[src/rtl/cordic_input_mapping_pkg.sv]
// Shared definitions for the CORDIC pre-rotation input mapper and the matching output mapper.
package cordic_input_mapping_pkg;

  localparam int unsigned CORDIC_W = 20;

  localparam logic [2:0] QUAD_1 = 3'd1;
  localparam logic [2:0] QUAD_2 = 3'd2;
  localparam logic [2:0] QUAD_3 = 3'd3;
  localparam logic [2:0] QUAD_4 = 3'd4;

  // Zero is treated as non-negative, so the axes fall into Q1, Q2 or Q4.
  function automatic logic [2:0] classify_quad(input logic x_neg, input logic y_neg);
    logic [2:0] q;
    unique case ({x_neg, y_neg})
      2'b00:   q = QUAD_1;
      2'b10:   q = QUAD_2;
      2'b11:   q = QUAD_3;
      default: q = QUAD_4;
    endcase
    return q;
  endfunction

endpackage

[src/rtl/cordic_sat_negate.sv]
// Combinational two's-complement negate; flags the most-negative input and
// either saturates it to the most-positive value or lets it wrap.
module cordic_sat_negate #(
  parameter int unsigned W      = 20,
  parameter bit          SAT_EN = 1'b1
) (
  input  logic signed [W-1:0] a_i,
  output logic signed [W-1:0] neg_o,
  output logic                sat_o
);

  localparam logic [W-1:0] MinVal = {1'b1, {(W-1){1'b0}}};
  localparam logic [W-1:0] MaxVal = ~MinVal;

  always_comb begin
    sat_o = (a_i == MinVal);
    neg_o = -a_i;
    if (sat_o) begin
      neg_o = SAT_EN ? MaxVal : MinVal;
    end
  end

endmodule

[src/rtl/cordic_input_mapping.sv]
// Two-stage valid/ready pre-rotation: stage 1 classifies the quadrant, stage 2 folds the
// vector into the right half-plane and tags it for the downstream output mapper.
module cordic_input_mapping
  import cordic_input_mapping_pkg::*;
#(
  parameter int unsigned W      = CORDIC_W,
  parameter bit          SAT_EN = 1'b1
) (
  input  logic                clk,
  input  logic                rst,
  input  logic                in_valid,
  output logic                in_ready,
  input  logic signed [W-1:0] x_in,
  input  logic signed [W-1:0] y_in,
  output logic                out_valid,
  input  logic                out_ready,
  output logic signed [W-1:0] x_map,
  output logic signed [W-1:0] y_map,
  output logic [2:0]          quadrant_loc,
  output logic                sat_flag,
  output logic [15:0]         sat_count
);

  logic                s1_valid_q;
  logic signed [W-1:0] s1_x_q, s1_y_q;
  logic [2:0]          s1_quad_q;

  logic                s2_valid_q;
  logic signed [W-1:0] x_map_q, y_map_q;
  logic [2:0]          quad_q;
  logic                sat_flag_q;
  logic [15:0]         sat_count_q, sat_count_d;

  logic s1_adv, s2_adv, out_xfer;

  assign s2_adv   = !s2_valid_q || out_ready;
  assign s1_adv   = !s1_valid_q || s2_adv;
  assign in_ready = s1_adv;
  assign out_xfer = s2_valid_q && out_ready;

  // Stage 1: capture and classify.
  always_ff @(posedge clk) begin
    if (rst) begin
      s1_valid_q <= 1'b0;
      s1_x_q     <= '0;
      s1_y_q     <= '0;
      s1_quad_q  <= QUAD_1;
    end else if (s1_adv) begin
      s1_valid_q <= in_valid;
      if (in_valid) begin
        s1_x_q    <= x_in;
        s1_y_q    <= y_in;
        s1_quad_q <= classify_quad(x_in[W-1], y_in[W-1]);
      end
    end
  end

  logic signed [W-1:0] neg_x, neg_y;
  logic                neg_x_sat, neg_y_sat;

  cordic_sat_negate #(
    .W      (W),
    .SAT_EN (SAT_EN)
  ) u_neg_x (
    .a_i   (s1_x_q),
    .neg_o (neg_x),
    .sat_o (neg_x_sat)
  );

  cordic_sat_negate #(
    .W      (W),
    .SAT_EN (SAT_EN)
  ) u_neg_y (
    .a_i   (s1_y_q),
    .neg_o (neg_y),
    .sat_o (neg_y_sat)
  );

  logic signed [W-1:0] fold_x, fold_y;
  logic                fold_sat;

  // Q2 rotates by -90 degrees, Q3 by 180 degrees; only negations actually used can saturate.
  always_comb begin
    fold_x   = s1_x_q;
    fold_y   = s1_y_q;
    fold_sat = 1'b0;
    case (s1_quad_q)
      QUAD_2: begin
        fold_x   = s1_y_q;
        fold_y   = neg_x;
        fold_sat = neg_x_sat;
      end
      QUAD_3: begin
        fold_x   = neg_x;
        fold_y   = neg_y;
        fold_sat = neg_x_sat | neg_y_sat;
      end
      default: ;
    endcase
  end

  // Stage 2: fold result held stable while the consumer stalls.
  always_ff @(posedge clk) begin
    if (rst) begin
      s2_valid_q <= 1'b0;
      x_map_q    <= '0;
      y_map_q    <= '0;
      quad_q     <= QUAD_1;
      sat_flag_q <= 1'b0;
    end else if (s2_adv) begin
      s2_valid_q <= s1_valid_q;
      if (s1_valid_q) begin
        x_map_q    <= fold_x;
        y_map_q    <= fold_y;
        quad_q     <= s1_quad_q;
        sat_flag_q <= fold_sat;
      end
    end
  end

  always_comb begin
    sat_count_d = sat_count_q;
    if (out_xfer && sat_flag_q && (sat_count_q != 16'hFFFF)) begin
      sat_count_d = sat_count_q + 16'd1;
    end
  end

  always_ff @(posedge clk) begin
    if (rst) begin
      sat_count_q <= '0;
    end else begin
      sat_count_q <= sat_count_d;
    end
  end

  assign out_valid    = s2_valid_q;
  assign x_map        = x_map_q;
  assign y_map        = y_map_q;
  assign quadrant_loc = quad_q;
  assign sat_flag     = sat_flag_q;
  assign sat_count    = sat_count_q;

endmodule

[config.mk]
export PLATFORM = sky130hd
export DESIGN_NAME = cordic_input_mapping
export DESIGN_NICKNAME = d
export VERILOG_FILES = /design/src/rtl/cordic_input_mapping_pkg.sv /design/src/rtl/cordic_sat_negate.sv /design/src/rtl/cordic_input_mapping.sv
export SDC_FILE = /design/constraint.sdc
export NUM_CORES = 1
export LEC_CHECK = 0
export BUFFER_PORTS_ARGS = -buffer_cell sky130_fd_sc_hd__clkbuf_2
export CAP_MARGIN = 10
export CORE_MARGIN = 8
export CORE_UTILIZATION = 51
export CTS_CLUSTER_DIAMETER = 50
export DETAILED_ROUTE_END_ITERATION = 12
export PLACE_DENSITY = 0.84
export SLEW_MARGIN = 20
export SYNTH_ARGS = -nofsm -noshare
export SYNTH_HDL_FRONTEND = slang
export SYNTH_SLANG_ARGS = --single-unit
[constraint.sdc]
create_clock -name clk -period 1.85 [get_ports clk]
set_input_delay 0.555 -clock clk [delete_from_list [all_inputs] [get_ports clk]]
set_output_delay 0.555 -clock clk [all_outputs]
set_load 0.02 [all_outputs]
# Word level (Yosys, flattened, before mapping)

Cells that the tools add are included.

Register bits: 105
RAM bits: 0
Input bits: 44
Memories kept: 0
Word-level logic and storage cells: 37
Output and inout bits: 62
Bits in read-only memories: 0
Latch bits: 0

Muxes and demuxes: 6
Reductions and logical operators: 10
Div/mod/pow operators: 0
Add/subtract/negate cells: 3
Multiply operators: 0
Magnitude comparators: 0
Eq/ne operators: 7
Bitwise logic cells: 1
Shift-type cells: 0

Operators by type and width:

| operator                                       | count |
|---|---|
| one-hot mux 20 bit (2 select lines)            | 2 |
| == test 20 bit (second input constant)         | 2 |
| two-way mux 20 bit                             | 2 |
| negator 20 bit                                 | 2 |
| adder 16 x 1 -> 16 bit (second input constant) | 1 |
| inequality test 16 bit (second input constant) | 1 |
| one-hot mux 3 bit (3 select lines)             | 1 |
| == test 3 x 2 -> 1 bit (second input constant) | 2 |
| == test 2 bit (second input constant)          | 2 |
| AND reduction 2 bit                            | 2 |
| logical AND 1 bit                              | 3 |
| logical NOT 1 bit                              | 2 |
| logical NOT 2 bit                              | 1 |
| logical OR 1 bit                               | 2 |
| one-hot mux 1 bit (2 select lines)             | 1 |
| OR 1 bit                                       | 1 |

# Logic depth before layout (Yosys ltp)

Gate-level depths: netlist (run 1).

Depth in word-level cells: 4
Depth in mapped cells: 8
Gate-level depth less buffers: 7

# Hierarchy

From an unflattened synthesis (run 1), not the netlist that was laid out.

Cells, all modules: 739
Area total of the unflattened synthesis: 5721.7 um2

Modules (own cells, without submodules):

| module               | area an instance (um2) | cells an instance | instances | seq. area each (um2) |
|---|---|---|---|---|
| cordic_input_mapping | 4738.3                 | 587               | 1         | 2102.0 |
| cordic_sat_negate    | 491.7                  | 76                | 2         | 0.0 |

# Worst setup path after synthesis (run 1)

No wires, ideal clock.

Kind: reg-to-reg
From: register s1_x_q[0]
To: register x_map_q[10], in the netlist x_map[10]
Buffers on the path: 1
Path slack: -0.189 ns
Cell stages (with the launch flop): 9
Library setup time: 0.137 ns
Clock period less this slack: 2.039 ns
Required time: 1.713 ns
Data arrival time: 1.902 ns
Cells stage by stage: dfxtp_1 -> inv_1 -> ha_1 -> or3b_1 -> clkbuf_1 -> or4_1 -> xor2_1 -> o31ai_1 -> a211oi_1

Cells in the longest elaborated chain, start to end: 3
Elaborated cells on any way between the ends: 4
Those cells by class: add/sub (1); eq/ne (1); mux (2)

Ends and longest elaborated chain:

| what                                             | RTL line                                         | text |
|---|---|---|
| start, declared                                  | cordic_input_mapping.sv:25                       | `logic signed [W-1:0] s1_x_q, s1_y_q;` |
| start signal, assigned                           | cordic_input_mapping.sv:51                       | `s1_x_q <= x_in;` |
| negator 20 bit or == test 20 bit (tied branches) | cordic_sat_negate.sv:17, cordic_sat_negate.sv:16 |  |
| two-way mux 20 bit (*)                           | cordic_sat_negate.sv:18                          | `if (sat_o) begin` |
| one-hot mux 20 bit (2 select lines) (*)          | cordic_input_mapping.sv:87                       | `case (s1_quad_q)` |
| end signal, assigned                             | cordic_input_mapping.sv:113                      | `x_map_q <= fold_x;` |
| end, declared                                    | cordic_input_mapping.sv:29                       | `logic signed [W-1:0] x_map_q, y_map_q;` |

Mark *: on every way between the ends. The rest lies on a longest branch, timed or not.
A chain may end at the register's enable or synchronous reset.

# Final worst setup path (run 1)

From: register s1_x_q[1]
To: register x_map_q[10], in the netlist x_map[10]

Same word-level chain as after synthesis.

==> results.sh, run 1 <==
export IMPL_outcome="complete, but fails checks"
export IMPL_violations="setup timing"
export IMPL_cts_max_level=3
export IMPL_hold_viol=0
export IMPL_wl_um=21430
export IMPL_cp_start_kind="register"
export IMPL_critical_path_class="reg -> reg"
export IMPL_die_h_um=121.4
export IMPL_dr_pass1_iters=6
export IMPL_wl_per_cell_um=20.11
export IMPL_ios=106
export IMPL_synth_seq_area_share_pct=37.10
export IMPL_synth_top_flop_cell="dfxtp_1"
export IMPL_arrival_ns=2.35
export IMPL_grt_pass1_wl_um=31080
export IMPL_critPathSlowestCell="or4_4"
export IMPL_hold_class="in -> reg"
export IMPL_required_ns=2.11
export IMPL_cp_cell_sequence="inv_2 -> ha_4 -> or3b_4 -> or4_4 -> xor2_2 -> o31ai_1 -> a211oi_1"
export IMPL_clock_path_buffers=2
export IMPL_grt_max_degree=49
export IMPL_vias=6782
export IMPL_clkTransAtPathRegs_ns=0.12
export IMPL_clk_latency_ns=0.39
export IMPL_synth_fp_nets=781
export IMPL_path_buf_inv=1
export IMPL_n_antenna_cell=0
export IMPL_min_period_over_period_pct=113.1
export IMPL_synth_seq_cells=105
export IMPL_syn_cell_area_um2=5665
export IMPL_worst_path_max_fanout=4
export IMPL_max_vdd_ir_drop_v=0.0004446
export IMPL_hpwl_um=14580
export IMPL_maxCapViolations=0
export IMPL_vias_per_cell=6.362
export IMPL_cp_top_family="simple AND/OR/NAND/NOR gates"
export IMPL_cts_buffers=9
export IMPL_finalPower_mw=5.637
export IMPL_post_route_drc_count=0
export IMPL_tns_ns=-2.100
export IMPL_crit_cells=7
export IMPL_drtAntennaViolNets=0
export IMPL_grt_pass1_vias=6056
export IMPL_fin_worst_skew_ns=0.01642
export IMPL_rr_worst_depth=7
export IMPL_fin_nets=971
export IMPL_num_fill_cells=786
export IMPL_rsz0062_at_grt="yes"
export IMPL_setup_viol=31
export IMPL_yosysWarnings=0
export IMPL_port_buffer_count=105
export IMPL_die_w_um=121.4
export IMPL_start_util_pct=52.26
export IMPL_drive_gt1_share_pct=39.20
export IMPL_worst_pin_slew_ns=0.5657
export IMPL_setup_ws_ns=-0.2415
export IMPL_gr_usage_all_layers_pct=26.03
export IMPL_crit_path_end_kind="register"
export IMPL_synth_edf_count=0
export IMPL_syn_area_per_cell_um2=7.750
export IMPL_area_growth_pct=41.17
export IMPL_cts_root_buffer="clkbuf_8"
export IMPL_slew_headroom_pct=61.31
export IMPL_synth_cell_types=70
export IMPL_slew_violations=0
export IMPL_clock_sinks=105
export IMPL_die_area_um2=14740
export IMPL_rows=38
export IMPL_holdPathStages=3
export IMPL_powerDensity_nw_per_um2=704.8
export IMPL_cpPeakStageDelay_ns=0.45
export IMPL_cts_hold_buf=0
export IMPL_syn_inst=731
export IMPL_tritoncts="done"
export IMPL_gp_congestion=1.005
export IMPL_period_needed_ns=2.092
export IMPL_antenna_found_initial=0
export IMPL_final_util_pct=73.78
export IMPL_core_area_um2=10840
export IMPL_fmax_mhz=478.1
export IMPL_synth_async_reset_ratio_pct=0
export IMPL_p_leak_nw=3.296
export IMPL_drt_iter0_drc=859
export IMPL_grt_overflow=0
==> layer usage <==
| layer | share of wire, % | GRT usage (%) |
|---|---|---|
| met4 | 5.1 | 11.57 |
| met2 | 46 | 41.53 |
| met5 | 0 | 0 |
| met3 | 9.8 | 3.955 |
| met1 | 39 | 34.02 |
==> worst register-to-register path, stage by stage, from the launching register on <==
cell      delay, ns
dfxtp_4        0.37
inv_2          0.06
ha_4           0.13
or3b_4         0.41
or4_4          0.45
xor2_2         0.17
o31ai_1        0.25
a211oi_1       0.13
==> metrics by stage <==
| stage | hold WS [ns] | setup WS [ns] | cell area (µm²) | instances |
|---|---|---|---|---|
| 2_1_floorplan | 0.4621 | -0.1592 | 5718 | 731 |
| 3_5_place_dp | 0.4767 | -0.2161 | 7102 | 1032 |
| 6_report | 0.3701 | -0.2415 | 7998 | 1066 |
| 5_1_grt | 0.3792 | -0.4266 | 7998 | 1066 |
| 4_1_cts | 0.3715 | -0.1452 | 7492 | 1055 |
| 3_3_place_gp | 0.4474 | -0.1274 | 7102 | 1032 |
==> synthesized netlist by cell type, drive strengths merged, types with 3 or more instances <==
cell type  number  area share (%)
nand2         118             7.8
dfxtp         105              37
nor2           77             5.2
a21oi          73             6.5
clkbuf         42             2.8
o21ai          32             2.8
nor3           22             2.2
buf            19             2.1
a311oi         18             2.8
nand3          18             1.8
a211oi         17             2.3
inv            15            0.99
nor4           13             2.1
and3           12             1.3
o31ai          11             1.7
or3            10             1.1
nand4           9             1.3
xor2            9             1.4
a221oi          8             1.3
mux2            8             1.6
or4             8             1.1
o22ai           7            0.77
xnor2           7             1.1
ha              6             1.3
a41oi           4            0.62
and2            4            0.44
nand2b          4            0.44
nor2b           4            0.44
o211ai          4            0.53
a2111oi         3            0.49
a21o            3            0.40
a31oi           3            0.33
mux2i           3            0.53
nor3b           3            0.49
o311ai          3            0.46
o31a            3            0.46
==> final cells by class <==
type | instances | area, µm² | area share [%]
clock buffer | 9 | 123.9 | 1.549
inverter | 15 | 61.31 | 0.7666
sequential | 105 | 2125 | 26.56
multi-input combinational | 550 | 3760 | 47.01
clock inverter | 7 | 60.06 | 0.7509
timing repair buffer | 240 | 1693 | 21.17
tap | 140 | 175.2 | 2.190
==> placed cells by master (no fill, tap or decap), types with 4 or more instances in the layout <==
cell      count
xor2_1        7
mux2_2        5
nand3_1      11
o21ai_0      20
nor3_1       16
a311oi_1     16
nand2_1     117
nand4_1       8
a21oi_2       4
dfxtp_4       5
o21ai_1       5
clkbuf_2    104
o211ai_1      4
buf_6        13
nor4_4        5
or4_1         4
o21ai_4       4
nor4_1        7
o31ai_1       5
or4_4         4
ha_1          4
xnor2_2       4
a21oi_1      68
buf_12        7
a211oi_1     16
a221oi_2      8
or3_1         9
inv_1        11
dfxtp_1      97
nand3_2       6
and3_1       12
buf_4       114
clkbuf_8      9
nor2_1       73
o31ai_4       4
nor3_2        4
==> report_power, final <==
part	switching, mW	total (mW)	internal [mW]
Combinational	0.981	1.72	0.741
Sequential	0.111	2.49	2.38
Clock	0.905	1.42	0.518
Total	2.00	5.64	3.64
==> timing repair <==
item / in CTS / in global routing
hold endpoints to repair: 0 / 0
endpoints found under the setup margin: 30 / 48
setup buffers: 6 / 11
pin swaps: 17 / 46
cloned: 1 / 1
gates resized for setup: 40 / 85
==> worst paths after layout <==
check,startpoint,slack [ns],endpoint
worst max register to register,s1_x_q[1],-0.24,x_map[10]
worst min register to register,quadrant_loc[1],0.47,quadrant_loc[1]
worst max-delay path,s1_x_q[1],-0.24,x_map[10]
worst min-delay path,y_in[5],0.37,s1_y_q[5]
==> flip-flops by register name (all words and copies together) (netlist names) <==
signal and count:
out_valid 1, quadrant_loc 3, s1_quad_q 3, s1_valid_q 1, s1_x_q 20, s1_y_q 20
sat_count 16, sat_flag 1, x_map 20, y_map 20
==> logic make-up after synthesis <==
family          share of synthesized area [%]
simple gates                            26.94
compound gates                          24.21
flops                                   37.10
buf+inv                                 5.830
xor+xnor                                2.474
mux                                     2.120
fa+ha+maj                               1.325
(Power assumes the default switching activity.)
==> run 2: changes to the inputs <==
--- a/config.mk
+++ b/config.mk
@@ -12,6 +12,7 @@
 export CTS_CLUSTER_DIAMETER = 50
 export DETAILED_ROUTE_END_ITERATION = 12
 export PLACE_DENSITY = 0.84
+export RECOVER_POWER = 50
 export SLEW_MARGIN = 20
 export SYNTH_ARGS = -nofsm -noshare
 export SYNTH_HDL_FRONTEND = slang
==> run 2 against run 1 <==
  * The run still ends with setup timing left
  * Combinational power hardly changed
  * Sequential power about the same
  * Count of clock-buffer cells in the layout is the same
  * Worst hold slack gained 0.0036 ns
  * Sequential share of layout area rose by 0.26 points
  * Flip-flop and latch count is the same
  * Via count fell by 0.12%
  * First-iteration DRC count grew 7.7%
  * Critical path type unchanged
  * Largest cell class unchanged
  * Largest power group unchanged
==> results.sh, run 2 (synthesis gave the netlist of run 1 again) <==
export IMPL_layout_common_cells="nand2_1, buf_4, dfxtp_1, clkbuf_2, nor2_1"
export IMPL_grt_overflow=0
export IMPL_rsz0062_at_grt="yes"
export IMPL_vias=6774
export IMPL_crit_path_end_kind="register"
export IMPL_tritoncts="done"
export IMPL_slew_violations=0
export IMPL_cts_root_buffer="clkbuf_8"
export IMPL_place_ws_ns=-0.2161
export IMPL_hpwl_um=14580
export IMPL_fin_worst_skew_ns=0.01727
export IMPL_globalRouteMet2Util_pct=41.53
export IMPL_grt_max_degree=49
export IMPL_dr_pass1_iters=6
export IMPL_die_area_um2=14740
export IMPL_wl_um=21370
export IMPL_rows=38
export IMPL_layout_commonest_cell="nand2_1"
export IMPL_critical_path_class="reg -> reg"
export IMPL_hp_start="y_in[5]"
export IMPL_grt_pass1_vias=6056
export IMPL_area_growth_pct=39.82
export IMPL_gp_congestion=1.005
export IMPL_fin_nets=971
export IMPL_worst_path_max_fanout=4
export IMPL_core_area_um2=10840
export IMPL_min_period_over_period_pct=113.8
export IMPL_violations="setup timing"
export IMPL_grt_busiest_layer="met2"
export IMPL_antenna_found_initial=0
export IMPL_clock_sinks=105
export IMPL_cp_start_kind="register"
export IMPL_start_util_pct=52.26
export IMPL_drive_gt1_share_pct=37.04
export IMPL_max_vdd_ir_drop_v=0.0004416
export IMPL_clkTransAtPathRegs_ns=0.12
export IMPL_setup_viol=30
export IMPL_cts_buffers=9
export IMPL_hold_class="in -> reg"
export IMPL_p_leak_nw=3.222
export IMPL_reg2reg_slack_ns=-0.25
export IMPL_min_to="s1_y_q[5]"
export IMPL_reg2reg_from="s1_x_q[1]"
export IMPL_ios=106
export IMPL_grt_pass1_wl_um=31080
export IMPL_post_route_drc_count=0
export IMPL_grt_util_met1_pct=34.02
export IMPL_finalPower_mw=5.605
export IMPL_cts_max_level=3
export IMPL_setup_ws_ns=-0.2548
export IMPL_wl_per_cell_um=20.05
export IMPL_grtUsageMet3_pct=3.955
export IMPL_clock_path_buffers=2
export IMPL_fmax_mhz=475.1
export IMPL_port_buffer_count=105
export IMPL_r2r_end="x_map[10]"
export IMPL_arrival_ns=2.35
export IMPL_period_needed_ns=2.105
export IMPL_n_antenna_cell=0
export IMPL_die_h_um=121.4
export IMPL_slew_headroom_pct=60.78
export IMPL_clk_latency_ns=0.38
export IMPL_worst_pin_slew_ns=0.5735
export IMPL_hold_viol=0
export IMPL_outcome="complete, but fails checks"
export IMPL_powerDensity_nw_per_um2=707.6
export IMPL_gr_usage_all_layers_pct=26.03
export IMPL_holdPathStages=3
export IMPL_cts_hold_buf=0
export IMPL_die_w_um=121.4
export IMPL_vias_per_cell=6.355
export IMPL_rr_worst_depth=7
export IMPL_maxCapViolations=0
export IMPL_required_ns=2.10
export IMPL_drtAntennaViolNets=0
export IMPL_drt_iter0_drc=925
run 2: metrics by stage:
step	instances	TNS, ns	instance area, µm²	utilization [%]	hold WS, ns
2_1_floorplan	731	-0.2795	5718	-	0.4621
3_3_place_gp	1032	-0.8071	7102	65.51	0.4474
3_5_place_dp	1032	-1.753	7102	65.51	0.4767
4_1_cts	1055	-0.9115	7492	69.11	0.3715
5_1_grt	1066	-5.758	7921	73.07	0.3792
6_report	1066	-2.147	7921	73.07	0.3736
run 2: worst max path at each step:
stage                            start        end  cells past startpoint
after floorplan              s1_x_q[1]  x_map[10]                      8
after global placement       s1_x_q[1]  x_map[10]                      7
after detailed placement     s1_x_q[1]  y_map[12]                      8
after CTS                    s1_x_q[1]  x_map[10]                      7
after global routing      s1_quad_q[2]  y_map[10]                      5
final                        s1_x_q[1]  x_map[10]                      7
run 2: final cells by class:
type / instances / area, µm²
Tap cell: 140 / 175.2
Sequential cell: 105 / 2125
Clock inverter: 7 / 60.06
Clock buffer: 9 / 123.9
Inverter: 15 / 61.31
Fill cell: 811 / 2919
Multi-Input combinational cell: 550 / 3746
Timing Repair Buffer: 240 / 1630
run 2: worst max-delay path, cell delays in order (launching register included):
cell,delay [ns]
dfxtp_4,0.37
inv_2,0.06
ha_4,0.13
or3b_4,0.41
or4_4,0.45
xor2_2,0.17
o31ai_1,0.25
a211oi_1,0.14
run 2: report_power, final:
group | switching, mW | internal (mW) | total (mW)
logic | 0.978 | 0.723 | 1.70
registers | 0.111 | 2.38 | 2.49
clock network | 0.894 | 0.518 | 1.41
run 2: repair_timing:
action,in CTS,in global routing
setup endpoints to repair,30,48
pin swaps,17,46
cloned,1,1
setup buffers,6,11
resized for setup,40,85
run 2: metal layers:
| metal | up-vias | part of all wire (%) | wire (µm) |
|---|---|---|---|
| met5 | - | 0 | 0 |
| met4 | 0 | 5.1 | 1082 |
| met2 | 445 | 46 | 9807 |
| met1 | 3176 | 40 | 8519 |
| li1 | 3038 | - | - |
| met3 | 115 | 9.2 | 1962 |
==> run 3: changes to the inputs <==
--- a/config.mk
+++ b/config.mk
@@ -12,7 +12,8 @@
 export CTS_CLUSTER_DIAMETER = 50
 export DETAILED_ROUTE_END_ITERATION = 12
 export PLACE_DENSITY = 0.84
-export RECOVER_POWER = 50
+export RECOVER_POWER = 25
+export SKIP_LAST_GASP = 1
 export SLEW_MARGIN = 20
 export SYNTH_ARGS = -nofsm -noshare
 export SYNTH_HDL_FRONTEND = slang
==> run 3 against run 2 <==
  * Flip-flop and latch count did not move
  * Largest cell class unchanged
  * The run still ends with setup timing left
  * Setup slack better by 0.050 ns
  * Clock power is essentially flat
  * Worst hold slack got worse by 0.0026 ns
==> results.sh, run 3 (synthesis gave the netlist of run 1 again) <==
export IMPL_hpwl_um=14580
export IMPL_tritoncts="done"
export IMPL_stdcell_area_um2=7904
export IMPL_cp_top_family="simple AND/OR/NAND/NOR gates"
export IMPL_p_seq_share_pct=44.7
export IMPL_clkTransAtPathRegs_ns=0.11
export IMPL_core_area_um2=10840
export IMPL_p_leak_nw=3.255
export IMPL_wl_per_cell_um=19.75
export IMPL_fin_nets=971
export IMPL_seq_area_um2=2121
export IMPL_clock_sinks=105
export IMPL_cts_hold_buf=0
export IMPL_cp_start_kind="register"
export IMPL_powerDensity_nw_per_um2=705.5
export IMPL_min_period_over_period_pct=111.0
export IMPL_area_growth_pct=39.51
export IMPL_grt_overflow=0
export IMPL_layout_commonest_cell="nand2_1"
export IMPL_reg2reg_slack_ns=-0.20
export IMPL_setup_ws_ns=-0.2044
export IMPL_ios=106
export IMPL_outcome="complete, but fails checks"
export IMPL_fin_hold_ws_ns=0.3710
export IMPL_hp_start="x_in[15]"
export IMPL_max_vdd_ir_drop_v=0.0004847
export IMPL_grt_max_degree=49
export IMPL_antenna_found_initial=0
export IMPL_num_fill_cells=791
export IMPL_n_antenna_cell=0
export IMPL_rr_worst_depth=7
export IMPL_multi_input_area_um2=3695
export IMPL_clock_path_buffers=2
export IMPL_drtAntennaViolNets=0
export IMPL_die_w_um=121.4
export IMPL_pwr_share_comb_pct=30.0
export IMPL_holdPathStages=3
export IMPL_crit_end="y_map[10]"
export IMPL_drive_gt1_share_pct=37.69
export IMPL_worst_pin_slew_ns=0.5265
export IMPL_maxCapViolations=0
export IMPL_setup_viol=30
export IMPL_wl_um=21050
export IMPL_vias_per_cell=6.197
export IMPL_reg2reg_from="s1_x_q[1]"
export IMPL_die_h_um=121.4
export IMPL_swShare_pct=35.09
export IMPL_grt_pass1_vias=6056
export IMPL_slew_violations=0
export IMPL_netSwitchingPower_mw=1.957
export IMPL_rows=38
export IMPL_cts_max_level=3
export IMPL_place_area_um2=7102
export IMPL_r2r_end="y_map[10]"
export IMPL_rsz0062_at_grt="yes"
export IMPL_grt_pass1_wl_um=31080
export IMPL_slew_headroom_pct=64.90
export IMPL_start_util_pct=52.26
export IMPL_period_needed_ns=2.054
export IMPL_power_internal_mw=3.620
export IMPL_fin_worst_skew_ns=0.01426
export IMPL_pwr_share_clk_pct=25.3
export IMPL_tns_ns=-2.014
export IMPL_required_ns=2.15
export IMPL_dr_pass1_iters=6
export IMPL_crit_cells=7
export IMPL_clk_latency_ns=0.39
export IMPL_cpPeakStageDelay_ns=0.44
export IMPL_crit_path_end_kind="register"
export IMPL_worst_path_max_fanout=4
export IMPL_cts_root_buffer="clkbuf_8"
export IMPL_post_route_drc_count=0
export IMPL_fmax_mhz=486.8
export IMPL_critical_path_class="reg -> reg"
export IMPL_gr_usage_all_layers_pct=26.02
export IMPL_die_area_um2=14740
export IMPL_drt_iter0_drc=1026
export IMPL_hold_viol=0
export IMPL_port_buffer_count=105
export IMPL_hold_class="in -> reg"
export IMPL_cts_buffers=9
export IMPL_finalPower_mw=5.576
export IMPL_arrival_ns=2.36
export IMPL_layout_common_cells="nand2_1, buf_4, clkbuf_2, dfxtp_1, nor2_1"
export IMPL_critPathSlowestCell="or4_4"
export IMPL_gp_congestion=1.005
export IMPL_crit_path_start="s1_x_q[1]"
export IMPL_violations="setup timing"
export IMPL_path_buf_inv=1
export IMPL_cp_cell_sequence="inv_2 -> ha_4 -> or3b_4 -> or4_4 -> xor2_2 -> o21ai_0 -> a211oi_1"
export IMPL_vias=6606
==> run 3: cell types whose count changed in the layout (fill, tap and decap cells not counted), sizes merged <==
cell	previous run	this run
buf	129	130
clkbuf	120	119
==> run 3: worst min path at each step <==
stage	end
final	s1_x_q[15]
after global routing	s1_y_q[5]
after CTS	s1_x_q[15]
after detailed placement	quadrant_loc[1]
after global placement	quadrant_loc[1]
after floorplan	quadrant_loc[1]
==> run 3: through the flow <==
step / utilization [%] / setup WS, ns / std cells
2_1_floorplan: - / -0.1592 / 731
6_report: 72.91 / -0.2044 / 1066
5_1_grt: 72.91 / -0.2911 / 1066
3_5_place_dp: 65.51 / -0.2161 / 1032
4_1_cts: 69.02 / -0.1452 / 1055
3_3_place_gp: 65.51 / -0.1274 / 1032
==> run 3: repair_timing <==
item                                    4_1_cts  5_1_grt
pin swaps                                    14       44
endpoints found under the setup margin       30       48
resized for setup                            38       74
buffers inserted                              6       10
cloned                                        1        1
==> run 3: area by class of cell <==
class,count,area share (%)
inverter,15,0.7757
tap,140,2.216
clock buffer,9,1.567
sequential,105,26.83
multi-input combinational,550,46.75
timing repair buffer,240,21.10
clock inverter,7,0.7599
==> run 3: power by group through the flow <==
| stage | Sequential (mW) | Clock [mW] | Combinational (mW) |
|---|---|---|---|
| 2_1_floorplan | 2.60 | 0 | 0.714 |
| 3_3_place_gp | 2.53 | 0 | 1.35 |
| 3_5_place_dp | 2.54 | 0 | 1.37 |
| 4_1_cts | 2.48 | 1.39 | 1.45 |
| 5_1_grt | 2.51 | 1.50 | 1.77 |
| 6_report | 2.49 | 1.41 | 1.67 |
==> run 3: worst reg2reg max path, cell delays in order, from the launching register on <==
cell	delay, ns
dfxtp_4	0.37
inv_2	0.07
ha_4	0.13
or3b_4	0.40
or4_4	0.44
xor2_2	0.18
o21ai_0	0.12
a211oi_1	0.27
==> run 3: metal layers <==
layer	track usage, %	up-vias	routed length (µm)
met1	33.91	3052	8340
met4	11.57	0	1004
li1	-	3033	-
met2	41.64	425	9768
met3	3.955	96	1936
met5	0	-	0
